<file path="src/rtl/mlp_seq_pkg.sv">
// rtl/mlp_seq_pkg.sv - shared constants, state encoding and SRAM address helpers for the MLP host sequencer
package mlp_seq_pkg;
  localparam int NUM_LAYERS     = 8;
  localparam int ROWS           = 16;
  localparam int BEATS_PER_ROW  = 8;
  localparam int WBLKS          = 8;
  localparam int BEATS_PER_WBLK = 8;
  localparam int RESULT_BEATS   = 256;
  localparam int ADDR_W         = 12;
  localparam int TIMEOUT        = 4096;

  localparam logic LOAD_TYPE_INPUT  = 1'b1;
  localparam logic LOAD_TYPE_WEIGHT = 1'b0;

  localparam logic [ADDR_W-1:0] WEIGHT_BASE = 12'h000;
  localparam logic [ADDR_W-1:0] INPUT_BASE  = 12'h200;
  localparam logic [ADDR_W-1:0] RESULT_BASE = 12'h300;

  typedef enum logic [2:0] {
    ST_IDLE,
    ST_WEIGHT,
    ST_INPUT,
    ST_DRAIN,
    ST_WAIT_RES,
    ST_COLLECT,
    ST_DONE
  } seq_state_e;

  function automatic logic [ADDR_W-1:0] weight_addr(input logic [2:0] layer, input logic [2:0] blk,
                                                    input logic [2:0] beat);
    return WEIGHT_BASE + {3'b000, layer, blk, beat};
  endfunction

  function automatic logic [ADDR_W-1:0] input_addr(input logic [3:0] row, input logic [2:0] beat);
    return INPUT_BASE + {5'b00000, row, beat};
  endfunction
endpackage

</file>
<file path="src/rtl/mlp_result_collector.sv">
// rtl/mlp_result_collector.sv - result timeout, beat counting, SRAM write port and stray/overflow error flag
module mlp_result_collector
  import mlp_seq_pkg::*;
(
  input  logic              clk,
  input  logic              rst_n,
  input  logic              clear,
  input  logic              in_wait,
  input  logic              in_collect,
  input  logic              result_valid_i,
  input  logic [31:0]       result_payload_i,
  output logic              first_beat,
  output logic              last_beat,
  output logic              timeout,
  output logic              mem_wr_en_o,
  output logic [ADDR_W-1:0] mem_wr_addr_o,
  output logic [31:0]       mem_wr_data_o,
  output logic              error_o
);
  localparam int BCW = $clog2(RESULT_BEATS);
  localparam int TW  = $clog2(TIMEOUT);

  logic [BCW-1:0] beat_cnt;
  logic [TW-1:0]  tmr;
  logic           accept;

  assign accept     = result_valid_i && (in_wait || in_collect);
  assign first_beat = in_wait && result_valid_i;
  assign last_beat  = accept && (beat_cnt == BCW'(RESULT_BEATS - 1));
  assign timeout    = in_wait && !result_valid_i && (tmr == TW'(TIMEOUT - 1));

  always_ff @(posedge clk or negedge rst_n) begin
    if (!rst_n) begin
      beat_cnt      <= '0;
      tmr           <= '0;
      mem_wr_en_o   <= 1'b0;
      mem_wr_addr_o <= '0;
      mem_wr_data_o <= '0;
      error_o       <= 1'b0;
    end else begin
      mem_wr_en_o <= accept;
      if (accept) begin
        mem_wr_addr_o <= RESULT_BASE + ADDR_W'(beat_cnt);
        mem_wr_data_o <= result_payload_i;
        beat_cnt      <= beat_cnt + 1'b1;
      end
      if (clear) beat_cnt <= '0;
      tmr <= in_wait ? tmr + 1'b1 : '0;
      // A beat arriving while not collecting is dropped but flagged; flagging outranks the clear
      if (clear) error_o <= 1'b0;
      if ((result_valid_i && !(in_wait || in_collect)) || timeout) error_o <= 1'b1;
    end
  end
endmodule

</file>
<file path="src/rtl/mlp_host_sequencer.sv">
// rtl/mlp_host_sequencer.sv - streams weights/inputs from SRAM to the MLP accelerator and stores its results
module mlp_host_sequencer
  import mlp_seq_pkg::*;
(
  input  logic              clk,
  input  logic              rst_n,
  input  logic              start_i,
  input  logic              hold_i,
  output logic              busy_o,
  output logic              done_o,
  output logic              error_o,
  output logic              mem_rd_en_o,
  output logic [ADDR_W-1:0] mem_rd_addr_o,
  input  logic [31:0]       mem_rd_data_i,
  output logic              mem_wr_en_o,
  output logic [ADDR_W-1:0] mem_wr_addr_o,
  output logic [31:0]       mem_wr_data_o,
  output logic              load_en_o,
  output logic [31:0]       load_payload_o,
  output logic              load_type_o,
  output logic [3:0]        input_load_number_o,
  output logic [2:0]        layer_number_o,
  output logic [2:0]        weight_number_o,
  input  logic              result_valid_i,
  input  logic [31:0]       result_payload_i
);
  seq_state_e state_q;
  logic [2:0] layer_q, wblk_q, beat_q;
  logic [3:0] row_q;
  logic       in_load, issue, rd_issue, start_accept;
  logic       first_beat, last_beat, timeout;
  logic       beat_vld_q, from_mem_q, type_q;
  logic [3:0] row_out_q;
  logic [2:0] layer_out_q, wblk_out_q;

  assign start_accept = start_i && (state_q == ST_IDLE);
  assign in_load      = (state_q == ST_WEIGHT) || (state_q == ST_INPUT);
  assign issue        = in_load && !hold_i;
  // Later layers take inputs from accelerator feedback, so only layer 0 input beats touch SRAM
  assign rd_issue     = issue && ((state_q == ST_WEIGHT) || (layer_q == 3'd0));

  assign mem_rd_en_o   = rd_issue;
  assign mem_rd_addr_o = !rd_issue ? '0 :
                         (state_q == ST_WEIGHT) ? weight_addr(layer_q, wblk_q, beat_q) :
                                                  input_addr(row_q, beat_q);

  assign load_en_o           = beat_vld_q;
  assign load_payload_o      = (beat_vld_q && from_mem_q) ? mem_rd_data_i : 32'h0;
  assign load_type_o         = type_q;
  assign input_load_number_o = row_out_q;
  assign layer_number_o      = layer_out_q;
  assign weight_number_o     = wblk_out_q;
  assign busy_o              = (state_q != ST_IDLE) && (state_q != ST_DONE);
  assign done_o              = (state_q == ST_DONE);

  always_ff @(posedge clk or negedge rst_n) begin
    if (!rst_n) begin
      state_q <= ST_IDLE;
      layer_q <= '0;
      wblk_q  <= '0;
      row_q   <= '0;
      beat_q  <= '0;
    end else begin
      case (state_q)
        ST_IDLE: if (start_i) begin
          state_q <= ST_WEIGHT;
          layer_q <= '0;
          wblk_q  <= '0;
          row_q   <= '0;
          beat_q  <= '0;
        end
        ST_WEIGHT: if (issue) begin
          beat_q <= beat_q + 3'd1;
          if (beat_q == 3'(BEATS_PER_WBLK - 1)) begin
            wblk_q <= wblk_q + 3'd1;
            if (wblk_q == 3'(WBLKS - 1)) state_q <= ST_INPUT;
          end
        end
        ST_INPUT: if (issue) begin
          beat_q <= beat_q + 3'd1;
          if (beat_q == 3'(BEATS_PER_ROW - 1)) begin
            row_q <= row_q + 4'd1;
            if (row_q == 4'(ROWS - 1)) begin
              if (layer_q == 3'(NUM_LAYERS - 1)) begin
                state_q <= ST_DRAIN;
              end else begin
                layer_q <= layer_q + 3'd1;
                state_q <= ST_WEIGHT;
              end
            end
          end
        end
        ST_DRAIN:    state_q <= ST_WAIT_RES;
        ST_WAIT_RES: if (timeout) state_q <= ST_DONE;
                     else if (first_beat) state_q <= ST_COLLECT;
        ST_COLLECT:  if (last_beat) state_q <= ST_DONE;
        ST_DONE:     state_q <= ST_IDLE;
        default:     state_q <= ST_IDLE;
      endcase
    end
  end

  // Metadata is captured from the issue-cycle counters so it lines up with the returning read data
  always_ff @(posedge clk or negedge rst_n) begin
    if (!rst_n) begin
      beat_vld_q  <= 1'b0;
      from_mem_q  <= 1'b0;
      type_q      <= 1'b0;
      row_out_q   <= '0;
      layer_out_q <= '0;
      wblk_out_q  <= '0;
    end else begin
      beat_vld_q <= issue;
      if (issue) begin
        from_mem_q  <= rd_issue;
        type_q      <= (state_q == ST_INPUT) ? LOAD_TYPE_INPUT : LOAD_TYPE_WEIGHT;
        row_out_q   <= row_q;
        layer_out_q <= layer_q;
        wblk_out_q  <= wblk_q;
      end
    end
  end

  mlp_result_collector u_collector (
    .clk              (clk),
    .rst_n            (rst_n),
    .clear            (start_accept),
    .in_wait          (state_q == ST_WAIT_RES),
    .in_collect       (state_q == ST_COLLECT),
    .result_valid_i   (result_valid_i),
    .result_payload_i (result_payload_i),
    .first_beat       (first_beat),
    .last_beat        (last_beat),
    .timeout          (timeout),
    .mem_wr_en_o      (mem_wr_en_o),
    .mem_wr_addr_o    (mem_wr_addr_o),
    .mem_wr_data_o    (mem_wr_data_o),
    .error_o          (error_o)
  );
endmodule
</file>
<file path="config.mk">
export PLATFORM = sky130hd
export DESIGN_NAME = mlp_host_sequencer
export DESIGN_NICKNAME = d
export VERILOG_FILES = /design/src/rtl/mlp_seq_pkg.sv /design/src/rtl/mlp_result_collector.sv /design/src/rtl/mlp_host_sequencer.sv
export SDC_FILE = /design/constraint.sdc
export NUM_CORES = 1
export LEC_CHECK = 0
export CAP_MARGIN = 30
export CORE_MARGIN = 2
export CORE_UTILIZATION = 35
export DETAILED_ROUTE_END_ITERATION = 12
export GPL_TIMING_DRIVEN = 0
export PLACE_DENSITY = 0.67
export SYNTH_ARGS = -nofsm -noshare
export SYNTH_HDL_FRONTEND = slang
export SYNTH_SLANG_ARGS = --single-unit
</file>
<file path="constraint.sdc">
create_clock -name clk -period 1.95 [get_ports clk]
set_clock_uncertainty 0.2 [all_clocks]
set_input_delay 0.4875 -clock clk [delete_from_list [all_inputs] [get_ports clk]]
set_output_delay 0.4875 -clock clk [all_outputs]
set_load 0.05 [all_outputs]
</file>
Yosys cells after proc, flatten, opt, wreduce, memory -nomap -nowiden. Cells that the tools add are included.

Reduce and logical (&&, ||, !) cells: 32. Multiplexer cells: 36. Eq/ne operators: 24. Add/subtract/negate cells: 8.

Operators by type and width (count): $mux 3 (18); $mux 32 (1); $mux 11 (2); $eq 3x3->1 const B (6); $pmux 3 s2 (3); $pmux 3 s6 (1); $mux 8 (2); $add 12x1->12 const B (1); $eq 12x12->1 const B (1); $mux 12 (1); $mux 4 (3); $add 10x7->11 const A (1); $add 10x8->11 const A (1); $logic_and 1x1->1 (11); $ne 2x1->1 const B (5); $ne 2x2->1 const B (5); $reduce_bool 2->1 (5); $add 3x1->3 const B (3); $reduce_and 9->1 (1); $add 8x1->8 const B (1); $eq 8x8->1 const B (1); $pmux 4 s2 (1); $reduce_and 4->1 (2); $eq 3x2->1 const B (2); 13 further kinds (22).

Bits in registers: 95.

Longest topological paths before layout.
Word-level depth: 6. Mapped depth: 7. Mapped depth without buffers: 6.

Hierarchy. From an unflattened synthesis, not the netlist that was laid out.

Cells, all modules: 500. Area total of the unflattened synthesis: 4460.5 um^2.

By module, submodules not included: mlp_result_collector (instances 1, area each 2597.5 um^2, cells an instance 279); mlp_host_sequencer (instances 1, area each 1863.0 um^2, cells an instance 221).

Worst setup path before layout. Ideal clock, no wire load.

Path type: register to output. Start: register state_q[1]. End: output port mem_rd_addr_o[0]. Arrival time: 1949 ps. Required time: 1262 ps. Buffers on the path: 1. Path slack: -687 ps. Cell stages (with the launch flop): 8. Cell sequence: dfrtp_1 buf_4 xor2_1 nand2_1 inv_2 o21ai_2 inv_1 and2_1.

Cells in the longest elaborated chain, start to end: 5.

Ends and longest elaborated chain: start: declaration (line mlp_host_sequencer.sv:27) `seq_state_e state_q;`; start signal: assignment (line mlp_host_sequencer.sv:58) `state_q <= ST_IDLE;`; start signal: assignment (line mlp_host_sequencer.sv:66) `state_q <= ST_WEIGHT;`; start signal: assignment (line mlp_host_sequencer.sv:76) `if (wblk_q == 3'(WBLKS - 1)) state_q <= ST_INPUT;`; $eq 3x1->1 / $eq 3x2->1 (equally long branches) (line mlp_host_sequencer.sv:37, mlp_host_sequencer.sv:40); $logic_or 1x1->1 (line mlp_host_sequencer.sv:37) `assign in_load = (state_q == ST_WEIGHT) || (state_q == ST_INPUT);`; $logic_and 1x1->1 (line mlp_host_sequencer.sv:38) `assign issue = in_load && !hold_i;`; $logic_and 1x1->1 (*) (line mlp_host_sequencer.sv:40) `assign rd_issue = issue && ((state_q == ST_WEIGHT) || (layer_q == 3'd0));`; named net mem_rd_en_o (line mlp_host_sequencer.sv:12) `output logic mem_rd_en_o,`; $mux 11 (*) (line mlp_host_sequencer.sv:43) `assign mem_rd_addr_o = !rd_issue ? '0 :`; end: declaration (line mlp_host_sequencer.sv:13) `output logic [ADDR_W-1:0] mem_rd_addr_o,`.

The timed path passes the listed nets; every way through them passes the cells marked *.

Worst setup path after layout.
Start: register state_q[2]. End: output port mem_rd_addr_o[5].

Cells in the longest elaborated chain, start to end: 5.

Ends and longest elaborated chain (line): $eq 3x1->1 / $eq 3x2->1 (equally long branches) (mlp_host_sequencer.sv:37, mlp_host_sequencer.sv:40, mlp_host_sequencer.sv:44); $logic_or 1x1->1 (mlp_host_sequencer.sv:37); $logic_and 1x1->1 (mlp_host_sequencer.sv:38); $logic_and 1x1->1 (mlp_host_sequencer.sv:40); $mux 11 (*) (mlp_host_sequencer.sv:43).

Every way passes the cells marked *; elsewhere a longest branch is shown, timed or not.

==> results.toml <==
[status]
status = "finished, violations left"
violations = "setup timing"

[floorplan]
die_area_um2 = 13500
start_util_pct = 35.4
io_pins = 174
core_area_um2 = 12500
dieWidth_um = 116
rows = 41
die_y_um = 116

[logic_synthesis]
syn-cell-area_um2 = 4410
synth.distinct_cells = 49
ys_ff_latch = 92
synth_top_family_by_area = "simple AND/OR/NAND/NOR gates"
synth_ff_type = "dfrtp_1"
synth_fa_ha_area_share_pct = 2.84
yosysWarnings = 0
synth_xor_xnor_area_share_pct = 3.57
synth.yosys.seq_area_share_pct = 52.2
synth_compound_area_share_pct = 6.44
netlist_instances = 480
avgSynthCellArea_um2 = 9.19
synth_edf_count = 0
synth-simple-area-share_pct = 28.5
synth_mux_area_share_pct = 2.10
async_flop_share_pct = 100

[worst_setup_path]
reg2reg_depth = 8
worst_path_most_repeated_cell = "buf_6"
worstPathCellList = "buf_6, nor3b_4, buf_6, mux2i_2, nor2_2, buf_6"
path_buf_inv = 3
crit_type = "flop to output port"
required_ns = 1.26
path_max_fanout = 9
critical_path_arrival_ns = 1.82
worst_setup_path_end_kind = "output port"
reg2reg_from = "state_q[0]"
r2r_end = "state_q[0]"
critPathLaunchType = "flop"
max_stage_delay_ns = 0.38
cpLargestDelayFamily = "buffers and inverters"
cpMaxStageDelayCell = "dfrtp_1"
r2r_slack_ns = -0.08

[sta]
finalSetupViolCount = 47
min_period_over_period_pct = 129
period_needed_ns = 2.51
setup_slack_ns = -0.560
tightest_slew_ns = 0.549
rsz0062_at_grt = "yes"
max_freq_ghz = 0.398
max_slew_margin_pct = 63.4
slew_violations = 0
hold_viol_final = 0
hold_slack_ns = 0.269

[global_routing]
grt_pass1_vias = 4055
grt_max_degree = 53
met3_usage_pct = 4.51
grt_first_pass_wirelength_um = 19900
grt.busiest_layer = "met2"
overflow = 0
grt_use_met2_pct = 33.2
use_met1_pct = 22.4
grt_usage_pct = 18.5
antenna_found_initial = 0

[cts]
cts-root-buf = "clkbuf_16"
cts_tree = "built"
numCtsBuffers = 9
cts_sinks = 92
cts_buffer_depth = 2
clk_pin_slew_worst_paths_ns = 0.06
worstSkewPairLatency_ns = 0.34
h-tree-depth = 3

[flow_run]
drv_cap = 0

[placed_design]
port_buffers = 169
dpl.hpwl_um = 8680
pre_cts_slack_ns = -1.54
place.gp.congestion = 0.796

[cells_and_area]
final_core_util_pct = 60.3
diodes = 0
final_net_count = 778
final_cell_mix = "157 x nand2_1, 90 x dfrtp_1, 59 x clkdlybuf4s50_1"
final_common_cell = "nand2_1"
syn2layout_area_growth_pct = 70.5
drive_gt1_share_pct = 30.0

[drt]
drt-initial-drc-count = 169
drc = 0
dr.pass1.iters = 4
ant_nets = 0
wire_per_inst_um = 14.9
vias = 4161
vias_per_cell = 4.75
routed_wl_um = 13100

[power]
leakage_nw = 3.71
max-vdd-ir-drop_mv = 0.606
powerDensity_nw_per_um2 = 1450
total_power_w = 0.0109

[hold_path]
hold_path_class = "flop to flop"
hold_start = "u_collector.mem_wr_addr_o[6]"
hold_end = "u_collector.mem_wr_addr_o[6]"
whs_path_depth = 2
## sequential cells by signal, summed over array words and instances, names as in the netlist, 3 cells and up
register                   count
u_collector.tmr               12
input_load_number_o            4
state_q                        3
row_q                          4
layer_number_o                 3
wblk_q                         3
beat_q                         3
weight_number_o                3
u_collector.mem_wr_addr_o      9
u_collector.mem_wr_data_o     32
u_collector.beat_cnt           8
layer_q                        3
## cells in the mapped netlist (all sizes together) (2+ instances only)
master / number / area (um^2)
mux2i: 7 / 70.1
nor2b: 4 / 25.0
and2: 4 / 25.0
nor3b: 2 / 20.0
o211ai: 3 / 22.5
and4: 3 / 26.3
and3: 35 / 219
a22o: 8 / 70.1
a21oi: 6 / 30.0
buf: 15 / 88.8
o21ai: 18 / 97.6
mux2: 2 / 22.5
dfrtp: 92 / 2300
and3b: 3 / 26.3
or3b: 2 / 17.5
o31ai: 2 / 20.0
ha: 10 / 125
nand3: 8 / 40.0
nand3b: 2 / 27.5
nand4: 3 / 18.8
clkbuf: 16 / 60.1
or3: 3 / 18.8
xnor2: 6 / 52.6
nor4: 2 / 12.5
nand2b: 5 / 31.3
nand2: 158 / 593
nand4b: 2 / 17.5
nor2: 25 / 93.8
inv: 11 / 41.3
xor2: 12 / 105
## worst register-to-register path: stages (launching register included)
cell	delay (ns)
dfrtp_1	0.38
buf_6	0.14
buf_6	0.12
buf_8	0.11
buf_6	0.13
and3b_1	0.17
o41ai_2	0.06
or3b_4	0.44
a21o_1	0.18
## worst max-delay path by stage
stage,slack [ns],start,end,depth (start not counted)
after floorplan,-0.38,state_q[1],mem_rd_addr_o[0],7
after global placement,-3.51,rst_n,load_en_o,1
after detailed placement,-1.54,hold_i,mem_rd_addr_o[8],7
after CTS,-0.53,state_q[1],mem_rd_addr_o[3],6
after global routing,-0.66,state_q[2],mem_rd_addr_o[3],6
final,-0.56,state_q[2],mem_rd_addr_o[5],6
## repair_timing
action / CTS / global route
endpoints found under the hold margin: 40 / 0
cloned: 1 / 2
hold buffers: 1 / 0
resized for setup: 483 / 75
pin swaps: 9 / 12
endpoints found under the setup margin: 158 / 142
buffers inserted: 28 / 10
## layer usage
| layer | wire length (um) | up-vias |
|---|---|---|
| met4 | 184 | 0 |
| li1 | - | 2020 |
| met3 | 841 | 15 |
| met2 | 6790 | 131 |
| met1 | 5270 | 1995 |
| met5 | 0 | - |
## metrics by stage
step	cells	setup TNS (ns)	instance area, um^2
finish	876	-10.84	7520
global route	876	-13.51	7520
CTS	871	-11.35	7330
detailed placement	825	-68.03	6420
global placement	824	-360.34	6400
floorplan	483	-3.11	4490
## logic make-up (layout without fill, tap and decap cells)
logic type	Yosys count	after routing
and+or+nand+nor	266	266
DFF	92	92
AOI/OAI and AO/OA	42	42
buffers and inverters	42	263
xor gates and xnor gates	18	18
adders and majority gates	10	10
muxes	9	9
other	1	4
## report_power, final
| group | internal (W) | leakage (nW) | switching (W) |
|---|---|---|---|
| combinational | 0.00251 | 2.35 | 0.00385 |
| sequential | 0.00242 | 1.21 | 0.000325 |
| clock | 0.00107 | 0.148 | 0.000723 |
## final cells by class
| type | count | area, um^2 |
|---|---|---|
| plain buffers | 27 | 218 |
| clock buffers | 11 | 253 |
| clock inverters | 5 | 58.8 |
| fillers | 1043 | 4940 |
| inverters | 11 | 47.5 |
| multi-input cells | 349 | 2270 |
| flip-flops and latches | 92 | 2300 |
| well taps | 172 | 215 |
| repair buffers | 209 | 2150 |
Power figures use the tool's default switching activity.
